**src/rtl/mem_arbiter_pkg.sv**
```systemverilog
// Shared types for the fetch/data memory arbiter.
// Address, data and byte-strobe widths used across the core's memory path.
package mem_arbiter_pkg;

    typedef logic [31:0] addr_t;
    typedef logic [31:0] data_t;
    typedef logic [3:0]  strb_t;

    localparam strb_t STRB_NONE = 4'b0000;

endpackage

```
**src/rtl/mem_arbiter.sv**
```systemverilog
// Two-port (fetch/data) round-robin arbiter onto a single memory map.
// One transaction in flight: IDLE grants, ISSUE drives memory, RESP returns load data.
module mem_arbiter
    import mem_arbiter_pkg::*;
#(
    parameter int TIE_DATA_FIRST = 1
) (
    input  logic        clk,
    input  logic        reset_n,
    input  logic        if_req,
    input  addr_t       if_addr,
    output logic        if_gnt,
    output logic        if_rvalid,
    output data_t       if_rdata,
    input  logic        d_req,
    input  addr_t       d_addr,
    input  data_t       d_wdata,
    input  logic [3:0]  d_wstrb,
    output logic        d_gnt,
    output logic        d_rvalid,
    output data_t       d_rdata,
    output addr_t       mem_address,
    output data_t       mem_write_data,
    output logic [3:0]  mem_write_enable,
    input  data_t       mem_read_data,
    output logic        busy
);

    localparam logic [1:0] S_IDLE  = 2'd0;
    localparam logic [1:0] S_ISSUE = 2'd1;
    localparam logic [1:0] S_RESP  = 2'd2;

    logic [1:0] state;
    logic       last_d;
    logic       own_d;
    strb_t      wstrb_q;
    logic       grant;
    logic       pick_d;

    // On a tie the data port wins unless it was the last one served.
    always_comb begin
        grant  = (state == S_IDLE) && reset_n && (if_req || d_req);
        pick_d = d_req && (!if_req || !last_d);
    end

    assign if_gnt           = grant && !pick_d;
    assign d_gnt            = grant && pick_d;
    assign busy             = (state != S_IDLE);
    assign mem_write_enable = (state == S_ISSUE) ? wstrb_q : STRB_NONE;

    always_ff @(posedge clk or negedge reset_n) begin
        if (!reset_n) begin
            state          <= S_IDLE;
            last_d         <= (TIE_DATA_FIRST == 0);
            own_d          <= 1'b0;
            wstrb_q        <= STRB_NONE;
            mem_address    <= '0;
            mem_write_data <= '0;
            if_rdata       <= '0;
            d_rdata        <= '0;
            if_rvalid      <= 1'b0;
            d_rvalid       <= 1'b0;
        end else begin
            if_rvalid <= 1'b0;
            d_rvalid  <= 1'b0;
            case (state)
                S_IDLE: begin
                    if (grant) begin
                        state       <= S_ISSUE;
                        last_d      <= pick_d;
                        own_d       <= pick_d;
                        mem_address <= pick_d ? d_addr : if_addr;
                        wstrb_q     <= pick_d ? d_wstrb : STRB_NONE;
                        if (pick_d) begin
                            mem_write_data <= d_wdata;
                        end
                    end
                end
                S_ISSUE: begin
                    if (wstrb_q != STRB_NONE) begin
                        d_rvalid <= 1'b1;
                        state    <= S_IDLE;
                    end else begin
                        state <= S_RESP;
                    end
                end
                S_RESP: begin
                    if (own_d) begin
                        d_rdata  <= mem_read_data;
                        d_rvalid <= 1'b1;
                    end else begin
                        if_rdata  <= mem_read_data;
                        if_rvalid <= 1'b1;
                    end
                    state <= S_IDLE;
                end
                default: begin
                    state <= S_IDLE;
                end
            endcase
        end
    end

endmodule

```
**config.mk**
```make
export PLATFORM = sky130hd
export DESIGN_NAME = mem_arbiter
export DESIGN_NICKNAME = d
export VERILOG_FILES = /design/src/rtl/mem_arbiter_pkg.sv /design/src/rtl/mem_arbiter.sv
export SDC_FILE = /design/constraint.sdc
export NUM_CORES = 1
export LEC_CHECK = 0
export CORE_MARGIN = 2
export CORE_UTILIZATION = 43
export DETAILED_ROUTE_END_ITERATION = 10
export GPL_ROUTABILITY_DRIVEN = 0
export GPL_TIMING_DRIVEN = 0
export PLACE_DENSITY = 0.86
export SLEW_MARGIN = 20
export SYNTH_ARGS = -nofsm -noshare
export SYNTH_HDL_FRONTEND = slang
export SYNTH_SLANG_ARGS = --single-unit
```
**constraint.sdc**
```tcl
create_clock -name clk -period 4.8 [get_ports clk]
set_input_delay 1.2 -clock clk [delete_from_list [all_inputs] [get_ports clk]]
set_output_delay 1.2 -clock clk [all_outputs]
set_load 0.005 [all_outputs]
```
==> PnR_summary.wiki, run 1 <==
{| class="wikitable"
! Metric !! Value
|-
| Outcome || finished, final reports clean
|-
| Total of fill cells in the finished design || 818
|-
| Portion of the post-synthesis area used by sequential elements || 63.91%
|-
| Slew of the pin with the lowest slew margin || 0.4529 ns
|-
| Antenna violations before repair || 0
|-
| Initial core utilization || 44.29%
|-
| Congestion Overflow GR || 0
|-
| Crit path from || reset_n
|-
| Routed via count || 4142
|-
| Final hold violation count || 0
|-
| Global Route met1 Usage || 24.96%
|-
| Number of placed I/O pins || 273
|-
| Wire length of the first global-routing pass || 23560 µm
|-
| WS Path Type || in -> out
|-
| Total placed cells including tap cells || 790
|-
| Floorplan Core Area || 12110 µm²
|-
| Launching point of the worst reg2reg path || state[0]$_DFFE_PN0P_
|-
| Count of buffers from port buffering || 272
|-
| Period utilization || 92.94%
|-
| Cell at the root of the clock tree || clkbuf_16
|-
| Biggest fanout along the worst timing path || 78
|-
| Placement Setup Slack || 0.1709 ns
|-
| Met2 GRT Util || 40.51%
|-
| Non-filler cells, final || 822
|-
| Final-layout worst hold slack || 0.4960 ns
|-
| Critical register-to-register path endpoint || mem_write_data[30]$_DFFE_PN0P_
|-
| Cell taking the most area after synthesis || dfrtp_1
|-
| Post-synthesis average cell area || 15.37 µm²
|-
| Die width || 115.7 µm
|-
| CTS H-tree lvls || 4
|-
| Number of buffers between clock root and the deepest sink || 2
|-
| Worst skew pair latency || 0.41 ns
|-
| Top Usage Layer GRT || met2
|-
| Total iterations of the first detailed-routing run || 4
|-
| Area share of the leading cell type in the synthesized netlist || 63.91%
|-
| Final WL || 15480 µm
|-
| Max Cap Viol || 0
|-
| Initial DRC Count || 158
|-
| Diode count || 0
|-
| Worst rel slew slack || 69.81%
|-
| Post-Synthesis Cells || 349
|-
| Number of warnings issued by yosys || 0
|-
| Resized cells post-CTS || 0
|-
| Critical Path Stages || 6
|-
| Maximum number of pins on one net before global-route repair || 79
|-
| Last element of the critical path || d_gnt
|-
| Top library cells by usage in the layout, fill and taps aside || 271 x clkdlybuf4s50_1, 137 x dfrtp_1, 92 x mux2_2, 32 x a221o_1, 29 x and2_0
|-
| Placement Rows || 40
|-
| Largest clock skew in the final design || 0.006180 ns
|-
| Routed vias/inst || 5.039
|-
| Critical Path AT || 3.26 ns
|-
| Net Count, Synth || 489
|-
| Routed length per instance || 18.84 µm
|-
| Flip-flop cell with the highest count after synthesis || dfrtp_1
|-
| Number of buffers inserted by hold repair at cts || 0
|-
| Max IR drop VDD || 0.3827 mV
|-
| #FFs+latches synth || 137
|-
| CP max stage delay || 0.53 ns
|-
| Number of endpoints failing setup at the final stage || 0
|-
| Final core area utilization || 74.06%
|-
| Cell-by-cell trace of the critical path || buf_12 -> buf_16 -> nand3_1 -> a21oi_2 -> buf_2 -> clkdlybuf4s50_1
|-
| CP endpoint kind || output port
|-
| Combined area of all synthesized cells || 5364 µm²
|-
| Final Max Slew Viols || 0
|-
| Critical Path Start Type || input port
|-
| TritonCTS clock tree || built
|-
| Antenna-violating nets left || 0
|-
| Share of layout cells above drive strength 1 || 22.02%
|-
| Cells on worst reg2reg path || 6
|-
| Layout Nets || 781
|-
| Buf/Inv on CP || 4
|-
| Reg clk slew, reported paths || 0.05 ns
|-
| TritonCTS Sinks || 137
|-
| Die span in y || 115.7 µm
|-
| Number of buffers inserted during clock tree synthesis || 17
|-
| FMAX || 224.2 MHz
|-
| Number of enable flip-flop cells after synthesis || 0
|-
| Leakage power of the design || 3.787 nW
|-
| Largest cells by area after synthesis || dfrtp_1 64%, mux2_2 19%, a221o_1 6.0%
|-
| Worst Slack Setup Final || 0.3391 ns
|-
| Fin Setup TNS || 0 ns
|-
| Final design instance area without fill || 8970 µm²
|-
| Flop-to-flop setup slack || 2.74 ns
|-
| Total die area || 13380 µm²
|-
| Post-synth cell types || 21
|-
| Most common library cell in the layout ignoring fill and taps || clkdlybuf4s50_1
|-
| HPWL reported at the end of detailed placement || 11650 µm
|-
| Routing usage on met3 || 8.107%
|-
| P&R area growth vs syn || 67.23%
|-
| WP data required || 3.60 ns
|-
| Overall power of the completed layout || 5.732 mW
|-
| Number of buffers inserted by post-CTS setup repair || 0
|-
| GR Util All Layers || 23.44%
|-
| Tmin final || 4.461 ns
|-
| Master of the slowest instance on the critical path || clkdlybuf4s50_1
|-
| Total DRC errors in the routed layout || 0
|-
| RSZ-0062 raised after global routing || no
|-
| Worst Hold Class || reg -> reg
|-
| Area after detailed placement || 8329 µm²
|-
| Async set-reset flop share out of synthesis || 100.0%
|-
| Power density normalized to cell area || 639.0 nW/µm²
|-
| CP delay by family, top || buffers and inverters
|-
| Number of global-route vias before repair || 4597
|}
-- state kept, by name (all words and copies together) (netlist names) --
| register | count |
|---|---|
| d_rdata | 32 |
| if_rdata | 32 |
| mem_address | 32 |
| mem_write_data | 32 |
| wstrb_q | 4 |
| state | 2 |
| d_rvalid | 1 |
| if_rvalid | 1 |
| own_d | 1 |
-- routing by layer --
metal / up-vias / part of all wire, %
met3: 40 / 8.2
met4: 0 / 4.0
li1: 1855 / -
met2: 187 / 52
met5: - / 0
met1: 2060 / 36
-- how the worst min path moves through the flow --
stage	from	to	slack, ns	depth (start not counted)
after global placement	mem_write_data[29]$_DFFE_PN0P_	mem_write_data[29]$_DFFE_PN0P_	0.47	1
after global routing	mem_write_data[29]$_DFFE_PN0P_	mem_write_data[29]$_DFFE_PN0P_	0.51	1
after CTS	mem_write_data[28]$_DFFE_PN0P_	mem_write_data[28]$_DFFE_PN0P_	0.50	1
after floorplan	wstrb_q[1]$_DFFE_PN0P_	wstrb_q[1]$_DFFE_PN0P_	0.48	1
after detailed placement	mem_write_data[28]$_DFFE_PN0P_	mem_write_data[28]$_DFFE_PN0P_	0.48	1
final	mem_write_data[29]$_DFFE_PN0P_	mem_write_data[29]$_DFFE_PN0P_	0.50	1
-- final cells by class --
cell class / instances / area (µm²) / area share, %
plain buffers: 20 / 106.4 / 1.186
repair buffers: 273 / 2760 / 30.77
clock inverters: 12 / 198.9 / 2.218
clock buffers: 20 / 436.7 / 4.868
multi-input cells: 187 / 1810 / 20.18
inverters: 5 / 18.77 / 0.2092
well taps: 168 / 210.2 / 2.343
flip-flops and latches: 137 / 3428 / 38.22
-- cell families after synthesis --
group | after synthesis | share of synthesized area (%)
mux | 98 | 20.55
flops | 137 | 63.91
buf+inv | 25 | 2.333
simple gates | 44 | 4.898
fa+ha+maj | 4 | 0.9331
compound gates | 41 | 7.371
-- power by group --
group / internal (mW) / total [mW] / switching [mW] / leakage, nW
Combinational: 1.57 / 2.31 / 0.739 / 1.84
Sequential: 1.73 / 2.02 / 0.299 / 1.64
Clock: 0.921 / 1.40 / 0.475 / 0.308
-- cell usage after synthesis, types with 2 or more instances --
cell type / count
a221o_1: 32
and2_0: 29
a21oi_2: 2
a22o_1: 4
and2_1: 7
inv_1: 5
buf_2: 16
mux2_1: 5
nand3_1: 2
mux2_2: 92
buf_4: 3
nand2_1: 4
dfrtp_1: 137
ha_1: 4
Power figures use the tool's default switching activity.
==> run 2, diff against run 1 <==
--- a/config.mk
+++ b/config.mk
@@ -5,6 +5,7 @@
 export SDC_FILE = /design/constraint.sdc
 export NUM_CORES = 1
 export LEC_CHECK = 0
+export CAP_MARGIN = 10
 export CORE_MARGIN = 2
 export CORE_UTILIZATION = 43
 export DETAILED_ROUTE_END_ITERATION = 10
==> results of run 2 <==
No change in the layout: final DEF, timing and power equal those of run 1.
